<file path="config.mk">
export PLATFORM = sky130hd
export DESIGN_NAME = dma_ctrl_flat
export DESIGN_NICKNAME = d
export VERILOG_FILES = /design/src/rtl/dma_pkg.sv /design/src/rtl/dma_if.sv /design/src/rtl/dma_ctrl.sv /design/src/flat_wrapper.sv
export SDC_FILE = /design/constraint.sdc
export NUM_CORES = 1
export LEC_CHECK = 0
export BUFFER_PORTS_ARGS = -buffer_cell sky130_fd_sc_hd__buf_4
export CAP_MARGIN = 20
export CELL_PAD_IN_SITES_DETAIL_PLACEMENT = 0
export CELL_PAD_IN_SITES_GLOBAL_PLACEMENT = 1
export CORE_UTILIZATION = 30
export CTS_CLUSTER_DIAMETER = 120
export DETAILED_ROUTE_END_ITERATION = 10
export GPL_TIMING_DRIVEN = 0
export HOLD_SLACK_MARGIN = 0.06
export PLACE_DENSITY = 0.65
export REMOVE_ABC_BUFFERS = 1
export SYNTH_ARGS = -nofsm -noshare
export SYNTH_HDL_FRONTEND = slang
export SYNTH_SLANG_ARGS = --single-unit
</file>
<file path="constraint.sdc">
create_clock -name ACLK -period 5.3 [get_ports ACLK]
set_input_delay 0.53 -clock ACLK [delete_from_list [all_inputs] [get_ports ACLK]]
set_output_delay 0.53 -clock ACLK [all_outputs]
set_load 0.02 [all_outputs]
</file>
<file path="src/rtl/dma_pkg.sv">
// Shared definitions for the DMA copy engine: default widths and the FSM state encoding.
package dma_pkg;

   localparam int DMA_ADDR_WIDTH = 32;
   localparam int DMA_DATA_WIDTH = 32;
   localparam int DMA_LEN_WIDTH  = 32;

   typedef enum logic [2:0] {
      IDLE    = 3'd0,
      RD_REQ  = 3'd1,
      RD_WAIT = 3'd2,
      WR_REQ  = 3'd3,
      FINISH  = 3'd4
   } dma_state_t;

endpackage

</file>
<file path="src/rtl/dma_if.sv">
// Register-side controls plus the read/write memory handshakes of the DMA copy engine.
interface dma_if
   import dma_pkg::*;
#(
   parameter int ADDR_WIDTH = DMA_ADDR_WIDTH,
   parameter int DATA_WIDTH = DMA_DATA_WIDTH,
   parameter int LEN_WIDTH  = DMA_LEN_WIDTH
);

   logic                  start;
   logic                  irq_enable;
   logic [ADDR_WIDTH-1:0] src_addr;
   logic [ADDR_WIDTH-1:0] dst_addr;
   logic [LEN_WIDTH-1:0]  length;
   logic                  busy;
   logic                  done;
   logic                  irq;

   logic                  rd_req;
   logic [ADDR_WIDTH-1:0] rd_addr;
   logic                  rd_gnt;
   logic                  rd_valid;
   logic [DATA_WIDTH-1:0] rd_data;

   logic                  wr_req;
   logic [ADDR_WIDTH-1:0] wr_addr;
   logic [DATA_WIDTH-1:0] wr_data;
   logic                  wr_gnt;

   modport master (
      input  start, irq_enable, src_addr, dst_addr, length,
      input  rd_gnt, rd_valid, rd_data, wr_gnt,
      output busy, done, irq,
      output rd_req, rd_addr, wr_req, wr_addr, wr_data
   );

   modport slave (
      output start, irq_enable, src_addr, dst_addr, length,
      output rd_gnt, rd_valid, rd_data, wr_gnt,
      input  busy, done, irq,
      input  rd_req, rd_addr, wr_req, wr_addr, wr_data
   );

endinterface

</file>
<file path="src/rtl/dma_ctrl.sv">
// Single-channel memory-to-memory copy engine: one word is read, held in a single data
// register, then written, until the captured word count is exhausted.
module dma_ctrl
   import dma_pkg::*;
#(
   parameter int ADDR_WIDTH = DMA_ADDR_WIDTH,
   parameter int DATA_WIDTH = DMA_DATA_WIDTH,
   parameter int LEN_WIDTH  = DMA_LEN_WIDTH
) (
   input logic   ACLK,
   input logic   ARESET,
   dma_if.master bus
);

   localparam int BPW        = DATA_WIDTH / 8;
   localparam int WORD_SHIFT = $clog2(BPW);
   localparam logic [ADDR_WIDTH-1:0] ADDR_STEP = ADDR_WIDTH'(BPW);

   dma_state_t            state;
   dma_state_t            next_state;
   logic [ADDR_WIDTH-1:0] src_q;
   logic [ADDR_WIDTH-1:0] dst_q;
   logic [LEN_WIDTH-1:0]  remaining_q;
   logic [LEN_WIDTH-1:0]  start_words;
   logic [DATA_WIDTH-1:0] data_q;
   logic                  done_q;
   logic                  start_accept;
   logic                  capture_data;
   logic                  write_accept;
   logic                  rd_req_c;
   logic                  wr_req_c;

   // Trailing bytes that do not fill a whole word are dropped.
   assign start_words  = bus.length >> WORD_SHIFT;
   assign start_accept = (state == IDLE) && bus.start;
   assign write_accept = (state == WR_REQ) && bus.wr_gnt;

   always_ff @(posedge ACLK or posedge ARESET) begin
      if (ARESET) begin
         state <= IDLE;
      end else begin
         state <= next_state;
      end
   end

   // A read that returns data in its grant cycle skips RD_WAIT entirely.
   always_comb begin
      next_state   = state;
      capture_data = 1'b0;
      rd_req_c     = 1'b0;
      wr_req_c     = 1'b0;
      case (state)
         IDLE: begin
            if (bus.start) begin
               next_state = (start_words == '0) ? FINISH : RD_REQ;
            end
         end
         RD_REQ: begin
            rd_req_c = 1'b1;
            if (bus.rd_gnt) begin
               if (bus.rd_valid) begin
                  capture_data = 1'b1;
                  next_state   = WR_REQ;
               end else begin
                  next_state = RD_WAIT;
               end
            end
         end
         RD_WAIT: begin
            if (bus.rd_valid) begin
               capture_data = 1'b1;
               next_state   = WR_REQ;
            end
         end
         WR_REQ: begin
            wr_req_c = 1'b1;
            if (bus.wr_gnt) begin
               next_state = (remaining_q == LEN_WIDTH'(1)) ? FINISH : RD_REQ;
            end
         end
         FINISH: begin
            next_state = IDLE;
         end
         default: begin
            next_state = IDLE;
         end
      endcase
   end

   // Addresses advance only once the write is accepted, so both stay stable through stalls.
   always_ff @(posedge ACLK or posedge ARESET) begin
      if (ARESET) begin
         src_q       <= '0;
         dst_q       <= '0;
         remaining_q <= '0;
         data_q      <= '0;
      end else begin
         if (start_accept) begin
            src_q       <= bus.src_addr;
            dst_q       <= bus.dst_addr;
            remaining_q <= start_words;
         end else if (write_accept) begin
            src_q       <= src_q + ADDR_STEP;
            dst_q       <= dst_q + ADDR_STEP;
            remaining_q <= remaining_q - LEN_WIDTH'(1);
         end
         if (capture_data) begin
            data_q <= bus.rd_data;
         end
      end
   end

   // done is cleared by an accepted start and raised on entry to FINISH, then held.
   always_ff @(posedge ACLK or posedge ARESET) begin
      if (ARESET) begin
         done_q <= 1'b0;
      end else if (start_accept) begin
         done_q <= (start_words == '0);
      end else if ((next_state == FINISH) && (state != FINISH)) begin
         done_q <= 1'b1;
      end
   end

   assign bus.busy    = (state != IDLE);
   assign bus.done    = done_q;
   assign bus.irq     = (state == FINISH) && bus.irq_enable;
   assign bus.rd_req  = rd_req_c;
   assign bus.rd_addr = src_q;
   assign bus.wr_req  = wr_req_c;
   assign bus.wr_addr = dst_q;
   assign bus.wr_data = data_q;

endmodule
</file>
<file path="src/flat_wrapper.sv">
// flat-port wrapper written by rule: the top's interface ports become plain ports
module dma_ctrl_flat import dma_pkg::*;
#(
   parameter int ADDR_WIDTH = DMA_ADDR_WIDTH,
   parameter int DATA_WIDTH = DMA_DATA_WIDTH,
   parameter int LEN_WIDTH  = DMA_LEN_WIDTH
)
  (ACLK, ARESET, bus_start, bus_irq_enable, bus_src_addr, bus_dst_addr, bus_length, bus_rd_gnt, bus_rd_valid, bus_rd_data, bus_wr_gnt, bus_busy, bus_done, bus_irq, bus_rd_req, bus_rd_addr, bus_wr_req, bus_wr_addr, bus_wr_data);
  dma_if #(.ADDR_WIDTH(ADDR_WIDTH), .DATA_WIDTH(DATA_WIDTH), .LEN_WIDTH(LEN_WIDTH)) bus_i ();
  input logic ACLK;
  input logic ARESET;
  input wire logic [$bits(bus_i.start)-1:0] bus_start;
  input wire logic [$bits(bus_i.irq_enable)-1:0] bus_irq_enable;
  input wire logic [$bits(bus_i.src_addr)-1:0] bus_src_addr;
  input wire logic [$bits(bus_i.dst_addr)-1:0] bus_dst_addr;
  input wire logic [$bits(bus_i.length)-1:0] bus_length;
  input wire logic [$bits(bus_i.rd_gnt)-1:0] bus_rd_gnt;
  input wire logic [$bits(bus_i.rd_valid)-1:0] bus_rd_valid;
  input wire logic [$bits(bus_i.rd_data)-1:0] bus_rd_data;
  input wire logic [$bits(bus_i.wr_gnt)-1:0] bus_wr_gnt;
  output wire logic [$bits(bus_i.busy)-1:0] bus_busy;
  output wire logic [$bits(bus_i.done)-1:0] bus_done;
  output wire logic [$bits(bus_i.irq)-1:0] bus_irq;
  output wire logic [$bits(bus_i.rd_req)-1:0] bus_rd_req;
  output wire logic [$bits(bus_i.rd_addr)-1:0] bus_rd_addr;
  output wire logic [$bits(bus_i.wr_req)-1:0] bus_wr_req;
  output wire logic [$bits(bus_i.wr_addr)-1:0] bus_wr_addr;
  output wire logic [$bits(bus_i.wr_data)-1:0] bus_wr_data;
  assign bus_i.start = bus_start;
  assign bus_i.irq_enable = bus_irq_enable;
  assign bus_i.src_addr = bus_src_addr;
  assign bus_i.dst_addr = bus_dst_addr;
  assign bus_i.length = bus_length;
  assign bus_i.rd_gnt = bus_rd_gnt;
  assign bus_i.rd_valid = bus_rd_valid;
  assign bus_i.rd_data = bus_rd_data;
  assign bus_i.wr_gnt = bus_wr_gnt;
  assign bus_busy = bus_i.busy;
  assign bus_done = bus_i.done;
  assign bus_irq = bus_i.irq;
  assign bus_rd_req = bus_i.rd_req;
  assign bus_rd_addr = bus_i.rd_addr;
  assign bus_wr_req = bus_i.wr_req;
  assign bus_wr_addr = bus_i.wr_addr;
  assign bus_wr_data = bus_i.wr_data;
  dma_ctrl #(.ADDR_WIDTH(ADDR_WIDTH), .DATA_WIDTH(DATA_WIDTH), .LEN_WIDTH(LEN_WIDTH)) u_core (.ACLK(ACLK), .ARESET(ARESET), .bus(bus_i));
endmodule
</file>
# == Word level (Yosys, flattened, before mapping) ==
# Index checks and enable logic that the tools add are counted.
# W data, S select, Z words.
# totals
latch_bits,0
rom_bits,0
wordCells,46
output_inout_bits,101
inputBits,135
n_memories,0
mem_bits_rw,0
ff_bits,132
# classes
n_reduce_logical,9
mux,21
n_addsub,3
order_cmp,0
n_bitwise,0
eq_ne,7
shifts,0
n_mul,0
n_div,0
# ops
op,n
$mux W32,6
$add A32 B3 Y32 const B,2
$eq A32 B1 Y1 const B,1
$logic_not A32 Y1,1
$sub A32 B1 Y32 const B,1
$mux W3,6
$pmux W3 S4,1
$mux W1,7
$eq A3 B2 Y1 const B,2
$eq A3 B3 Y1 const B,2
$logic_and A1 B1 Y1,4
$reduce_bool A2 Y1,2
$eq A3 B1 Y1 const B,1
$logic_not A3 Y1,1
$ne A3 B3 Y1 const B,1
$reduce_bool A3 Y1,1
$pmux W1 S2,1

# == Longest topological paths before layout ==
# Gate-level depths: netlist of the first run.
# depth
depth_word,8
ltp_mapped,8
mapped_depth_nobuf,7

# == Worst setup path before layout of the first run ==
# OpenSTA, ideal clock, no wires.
# synth_timing
path_type,reg-to-reg
start,register u_core.dst_q[2] (netlist: u_core.bus.wr_addr[2])
end,register u_core.dst_q[30] (netlist: u_core.bus.wr_addr[30])
required_ps,5176
setup_ps,124
path_slack_ps,3187
path_stages_with_launch,7
arrival_time_ps,1989
cell_sequence,dfrtp_1 > ha_1 > nand4_1 > nor4_4 > nand4_1 > o211a_1 > a211o_1
# synth_between
elab_chain_cells,3
# synth_rtl
element,line_no,source
"start, declared",dma_ctrl.sv:22,logic [ADDR_WIDTH-1:0] dst_q;
"start signal, assigned",dma_ctrl.sv:100,dst_q <= bus.dst_addr;
"start signal, assigned",dma_ctrl.sv:104,dst_q <= dst_q + ADDR_STEP;
$add A32 B3 Y32,dma_ctrl.sv:104,
$mux W32,dma_ctrl.sv:102,end else if (write_accept) begin
$mux W32,dma_ctrl.sv:98,if (start_accept) begin
# Every way passes these cells. The select of a mux whose other input is x is not followed.
# A chain may end at the register's enable or synchronous reset.

# == Worst setup path after layout of the first run ==
# layout_timing
start,register u_core.state[1]
end,register u_core.src_q[26] (netlist: u_core.bus.rd_addr[26])
# layout_between
elab_chain_cells,3
elab_cells_between_ends,6
# layout_rtl
element,line_no,source
"start, declared",dma_ctrl.sv:19,dma_state_t state;
"start signal, assigned",dma_ctrl.sv:42,state <= next_state;
$eq A3 B2 Y1 or $logic_not A3 Y1 (tied branches),"dma_ctrl.sv:36, dma_ctrl.sv:35",
"$logic_and A1 B1 Y1, on equally long branches","dma_ctrl.sv:36, dma_ctrl.sv:35",
$reduce_bool A2 Y1 (no source line) or $mux W32 (tied branches),-,
"end signal, assigned",dma_ctrl.sv:99,src_q <= bus.src_addr;
"end signal, assigned",dma_ctrl.sv:103,src_q <= src_q + ADDR_STEP;
"end, declared",dma_ctrl.sv:21,logic [ADDR_WIDTH-1:0] src_q;
# Several ways; a longest one is shown, not always the timed one.

==> results of run 1 <==
[metal layers]
layer  routed length, µm  part of all wire (%)  up-vias
met2               10200                    45      238
met3                1440                   6.3       13
li1                    -                     -     3230
met1               11000                    48     3202
met5                   0                     0        -
met4                 180                  0.79        0
[cell families after synthesis]
| logic type | Yosys count | share of synthesized area (%) |
|---|---|---|
| multiplexers | 37 | 5.84 |
| XOR/XNOR | 11 | 1.37 |
| AND/OR/NAND/NOR | 328 | 24.9 |
| adder cells (fa/ha/maj) | 4 | 0.713 |
| AO/OA/AOI/OAI | 164 | 16.9 |
| flip-flops | 132 | 47.0 |
| buffers and inverters | 54 | 3.21 |
[placed cells by master (no fill, tap or decap), types with 16 or more instances in the layout]
master     count
nor4_1        18
clkbuf_16     17
dfrtp_1      132
o311ai_1      16
mux2_1        32
buf_4        233
nor3_1        24
nand3_1       39
nand4_1       29
nor2_1        32
nand2_1      122
o21ai_1       34
o211ai_1      26
inv_1         18
[layout make-up]
| cell class | count | area share [%] |
|---|---|---|
| multi-input cells | 544 | 36.1 |
| clock buffers | 17 | 4.38 |
| well taps | 313 | 4.03 |
| repair buffers | 239 | 19.3 |
| flip-flops and latches | 132 | 34.0 |
| clock inverters | 15 | 1.40 |
| inverters | 19 | 0.786 |
[synthesized netlist by cell type (all sizes together), types with 5 or more instances]
cell type,number
a211o,7
a21oi,12
a221o,13
a22oi,7
a31oi,11
and2,5
and3,5
and4,5
buf,18
clkbuf,17
dfrtp,132
inv,19
mux2,32
mux2i,5
nand2,122
nand3,39
nand4,30
nor2,35
nor3,27
nor4,22
o211ai,26
o21ai,41
o311ai,17
or3,11
or4,7
xnor2,6
xor2,5
[where the power goes]
part / leakage (nW) / switching [W] / internal, W
Combinational: 2.39 / 0.00141 / 0.00110
Sequential: 1.63 / 0.000533 / 0.00147
Clock: 0.272 / 0.000523 / 0.000620
[worst max-delay path by stage]
stage,depth (start not counted),end,start
2_1_floorplan,5,u_core.remaining_q[29],u_core.state[0]
3_3_place_gp,5,u_core.remaining_q[29],u_core.state[0]
3_5_place_dp,6,u_core.bus.rd_addr[26],bus_wr_gnt
4_1_cts,5,u_core.bus.rd_addr[26],u_core.state[1]
5_1_grt,5,u_core.bus.rd_addr[29],u_core.state[1]
6_report,5,u_core.bus.rd_addr[26],u_core.state[1]
[flip-flops by register name, indices dropped and copies added (netlist names)]
name / cells
u_core.bus.wr_data: 32
u_core.bus.done: 1
u_core.state: 3
u_core.remaining_q: 32
u_core.bus.wr_addr: 32
u_core.bus.rd_addr: 32
[worst max-delay path, cell delays in order, from the launching register on]
cell and delay (ns):
dfrtp_1 0.51, nand4b_4 0.74, or4_1 0.99, nor3_2 0.28, nand2_1 0.08, a31o_1 0.22
[per-stage QoR]
step	setup WS [ns]	std cells	util (%)
final	2.32	1279	42.6
after global routing	2.13	1279	42.6
after CTS	2.36	1279	42.6
after detailed placement	2.25	1247	40.2
after global placement	-2.08	1241	39.5
after floorplan	0.825	695	-
==> results.sh, run 1 <==
export IMPL_fmaxAchievable_mhz=335
export IMPL_maxCapViolations=0
export IMPL_cp_max_fo=52
export IMPL_busiest_layer="met2"
export IMPL_regArea_um2=3300
export IMPL_grt_pass1_vias=6306
export IMPL_multi_input_area_um2=3500
export IMPL_min_path_type="in -> async"
export IMPL_dieWidth_um=155
export IMPL_post_drt_wl_per_cell_um=17.9
export IMPL_ys_async_sr_fraction_pct=100
export IMPL_final_nets=1092
export IMPL_yosys_cell_types_count=72
export IMPL_ys_seq_area_share_pct=47.0
export IMPL_antenna_found_initial=0
export IMPL_fin_crit_sh_pct=56.3
export IMPL_yosysWarnings=0
export IMPL_synth_edf_count=0
export IMPL_clk_latency_ns=0.42
export IMPL_vdd_drop_max_v=0.000198
export IMPL_endpoint_kind="flop"
export IMPL_ios=236
export IMPL_firstDrtPassIters=5
export IMPL_tightestPinTransition_ns=0.908
export IMPL_cts_sinks=132
export IMPL_holdWs_ns=0.250
export IMPL_p_leak_nw=4.29
export IMPL_crit_type="reg -> reg"
export IMPL_ctsResizeCount=0
export IMPL_cp_required_ns=5.61
export IMPL_drtIter0Drc=431
export IMPL_finish_instance_area_um2=9710
export IMPL_core_um2=22800
export IMPL_postCtsHoldBufs=0
export IMPL_worst_setup_path_start_kind="flop"
export IMPL_synth_area_leaders="dfrtp_1 47%, nand2_1 6.5%, mux2_1 5.1%"
export IMPL_yosys_area_top_type_share_pct=47.0
export IMPL_dpl_cell_area_um2=9150
export IMPL_gp_congestion=0.759
export IMPL_cts_made_buffers=17
export IMPL_overflow=0
export IMPL_cts_tree="yes"
export IMPL_synth_seq_cells=132
export IMPL_critPathArrivalTime_ns=3.29
export IMPL_drtAntennaViolNets=0
export IMPL_clk_path_buf_depth=2
export IMPL_setup_viol=0
export IMPL_clock_root_buffer="clkbuf_16"
export IMPL_grt_use_met1_pct=27.7
export IMPL_finalSetupTns_ns=0
export IMPL_grt_start_max_net_pins=79
export IMPL_clk_pin_slew_ns=0.07
export IMPL_hold_viol_final=0
export IMPL_io_buffers=233
export IMPL_grt_pass1_wl_mm=36.2
export IMPL_cts_setup_buffers=0
export IMPL_yosysTopAreaCell="dfrtp_1"
export IMPL_via_count=6683
export IMPL_run_status="finished, final reports clean"
export IMPL_finClkSkew_ns=0.0122
export IMPL_timing_final_crit_period_ns=2.98
export IMPL_area_growth_synth_to_final_pct=38.3
export IMPL_vias_per_cell=5.23
export IMPL_ff2ff_setup_slack_ns=2.32
export IMPL_reg2regPathDepth=5
export IMPL_dieHeight_um=155
export IMPL_rsz0062_at_grt="no"
export IMPL_reg2reg_from="u_core.state[1]"
export IMPL_grt_util_met3_pct=4.43
export IMPL_start_util_pct=30.8
export IMPL_synth_area_per_cell_um2=9.62
export IMPL_synth_ff_type="dfrtp_1"
export IMPL_diodes=0
export IMPL_fillers=2262
export IMPL_htreeDepth=4
export IMPL_synth_cells=730
export IMPL_slew_limit_headroom_pct=39.5
export IMPL_grtUsageTotal_pct=19.3
export IMPL_rows=55
export IMPL_drt_total_wl_mm=22.9
export IMPL_drc=0
export IMPL_p_total_w=0.00566
export IMPL_r2r_end="u_core.bus.rd_addr[26]"
export IMPL_mappedNetlistArea_um2=7020
export IMPL_dieArea_um2=24000
export IMPL_hpwl_mm=16.4
export IMPL_met2_usage_pct=28.9
export IMPL_cellPowerDensity_nw_per_um2=583
export IMPL_final_layout_size_suffix_gt1_share_pct=30.4
export IMPL_drv_slew=0
No activity file was read; power rests on OpenSTA's default activity.
==> run 2, diff against run 1 <==
Settings changed: ABC_AREA set to 1, PLACE_DENSITY 0.65 to 0.67.
Clock period 5.3 ns to 2.9 ns, I/O delays scaled along.
==> run 2 against run 1 <==
Power up 100%. Largest cell class unchanged. Global-route usage up 0.63 points. Register-to-register slack worse by 2.1 ns. Largest power group unchanged. Critical path depth up 4. Clock power up 96%. Synthesized cell count up 61%.
==> results.sh, run 2 <==
export IMPL_run_status="finished, final reports clean"
export IMPL_yosys_area_top_type_share_pct=40.3
export IMPL_grt_start_max_net_pins=84
export IMPL_synthMostInstantiatedCell="nand2_1"
export IMPL_yosysWarnings=0
export IMPL_p_total_w=0.0115
export IMPL_final_common_cell="nand2_1"
export IMPL_synth_xor_area_share_pct=3.32
export IMPL_slew_limit_headroom_pct=38.5
export IMPL_synth_simple_area_share_pct=34.4
export IMPL_synth_area_per_cell_um2=6.98
export IMPL_vias_per_cell=4.73
export IMPL_synth_seq_cells=132
export IMPL_p_leak_nw=5.31
export IMPL_synthMuxAreaShare_pct=4.40
export IMPL_crit_type="reg -> reg"
export IMPL_synth_top_family_by_area="simple AND/OR/NAND/NOR gates"
export IMPL_dieArea_um2=28000
export IMPL_grt_pass1_vias=8199
export IMPL_synth_ff_type="dfrtp_1"
export IMPL_timing_final_crit_period_ns=2.65
export IMPL_ios=236
export IMPL_fillers=2935
export IMPL_fin_crit_sh_pct=91.5
export IMPL_ys_seq_area_share_pct=40.3
export IMPL_area_growth_synth_to_final_pct=33.6
export IMPL_start_util_pct=30.5
export IMPL_cts_made_buffers=17
export IMPL_mappedNetlistArea_um2=8190
export IMPL_min_path_cells=3
export IMPL_regArea_um2=3300
export IMPL_holdWs_ns=0.0825
export IMPL_drtAntennaViolNets=0
export IMPL_drt_total_wl_mm=27.1
export IMPL_worstHoldEndpoint="u_core.bus.wr_addr[8]"
export IMPL_reg2reg_from="u_core.state[2]"
export IMPL_rsz0062_at_grt="no"
export IMPL_synth_commonest_cells="406 x nand2_1, 165 x nor2_1, 133 x inv_1"
export IMPL_r2r_end="u_core.bus.rd_addr[13]"
export IMPL_dieWidth_um=167
export IMPL_endpoint_kind="flop"
export IMPL_fmaxAchievable_mhz=377
export IMPL_multi_input_area_um2=4210
export IMPL_io_buffers=233
export IMPL_setup_viol=0
export IMPL_post_drt_wl_per_cell_um=15.4
export IMPL_finClkSkew_ns=0.0129
export IMPL_final_layout_size_suffix_gt1_share_pct=22.2
export IMPL_drc=0
export IMPL_hpwl_mm=19.3
export IMPL_cts_tree="yes"
export IMPL_gp_congestion=0.815
export IMPL_synth_area_leaders="dfrtp_1 40%, nand2_1 19%, nor2_1 7.6%"
export IMPL_drtIter0Drc=438
export IMPL_overflow=0
export IMPL_synth_edf_count=0
export IMPL_hold_start="bus_dst_addr[8]"
export IMPL_worst_setup_path_start_kind="flop"
export IMPL_min_path_type="in -> reg"
export IMPL_synth_cells=1173
export IMPL_clk_latency_ns=0.43
export IMPL_clk_path_buf_depth=2
export IMPL_cp_required_ns=3.26
export IMPL_final_cell_mix="405 x nand2_1, 234 x buf_4, 165 x nor2_1"
export IMPL_tightestPinTransition_ns=0.922
export IMPL_htreeDepth=4
export IMPL_fin_ws_ns=0.247
export IMPL_drv_slew=0
export IMPL_yosysTopAreaCell="dfrtp_1"
export IMPL_critPathArrivalTime_ns=3.01
export IMPL_via_count=8308
export IMPL_maxCapViolations=0
export IMPL_cp_max_fo=65
export IMPL_firstDrtPassIters=5
export IMPL_synth_compound_area_share_pct=8.47
export IMPL_clock_root_buffer="clkbuf_16"
export IMPL_cts_sinks=132
export IMPL_hold_viol_final=0
export IMPL_ff2ff_setup_slack_ns=0.25
export IMPL_grt_pass1_wl_mm=44.0
export IMPL_core_um2=26900
export IMPL_final_nets=1542
export IMPL_dieHeight_um=167
export IMPL_dp_slack_ns=-0.690
export IMPL_antenna_found_initial=2
export IMPL_vdd_drop_max_v=0.000388
export IMPL_yosys_cell_types_count=36
export IMPL_reg2regPathDepth=9
export IMPL_cellPowerDensity_nw_per_um2=1050
export IMPL_synth_fa_ha_area_share_pct=0.611
export IMPL_ys_async_sr_fraction_pct=100
export IMPL_rows=60
export IMPL_grtUsageTotal_pct=19.9
export IMPL_clk_pin_slew_ns=0.07
==> run 2: what timing repair did <==
item / 4_1_cts / 5_1_grt
setup endpoints to repair: 62 / 0
endpoints found under the hold margin: 69 / 0
resized for setup: 1 / 0
hold buffers: 7 / 0
setup buffers: 1 / 0
==> run 2: how the worst max path moves through the flow <==
stage | start | cells past startpoint | endpoint
floorplan | ARESET | 1 | u_core.bus.done
global placement | u_core.state[2] | 9 | u_core.bus.rd_addr[13]
detailed placement | u_core.state[2] | 9 | u_core.bus.rd_addr[13]
CTS | u_core.state[2] | 9 | u_core.bus.rd_addr[13]
global route | u_core.state[2] | 9 | u_core.bus.rd_addr[13]
finish | u_core.state[2] | 9 | u_core.bus.rd_addr[13]
==> run 2: metrics by stage <==
stage | std cells | utilization, % | cell area, µm² | TNS, ns
4_1_cts | 1757 | 40.7 | 10900 | 0
5_1_grt | 1757 | 40.7 | 10900 | 0
3_3_place_gp | 1713 | 37.9 | 10200 | -603.74
2_1_floorplan | 1139 | - | 8000 | -129.41
3_5_place_dp | 1716 | 38.2 | 10300 | -14.72
6_report | 1758 | 40.7 | 10900 | 0
==> run 2: power by group <==
part           switching, W  internal, W
Clock               0.00101      0.00122
Sequential         0.000987      0.00272
Combinational       0.00332      0.00227
==> run 2: kinds of logic after synthesis <==
group | Yosys count
xor gates and xnor gates | 31
and+or+nand+nor | 693
buffers and inverters | 170
DFF | 132
muxes | 32
adders and majority gates | 4
AOI/OAI and AO/OA | 111
==> run 2: worst max-delay path, cell delays in order, from the launching register on <==
cell	delay, ns
dfrtp_1	0.46
inv_1	0.08
nand3_2	0.17
nor2_4	0.09
inv_2	0.42
nand2_8	0.43
inv_2	0.60
a22o_1	0.22
inv_1	0.04
nand2_1	0.04
==> run 2: area by class of cell <==
class,count,area share [%]
clock buffer,17,3.89
clock inverter,15,1.43
sequential,132,30.2
tap,341,3.90
timing repair buffer,244,17.3
inverter,136,4.74
antenna,1,0.0229
multi-input combinational,872,38.5
==> run 2: routing by layer <==
metal	track usage (%)	routed length, µm	part of all wire [%]
met2	31.8	12000	44
met1	27.3	13300	49
met3	4.25	1630	6.0
met4	5.07	238	0.88
met5	0	13	0.048
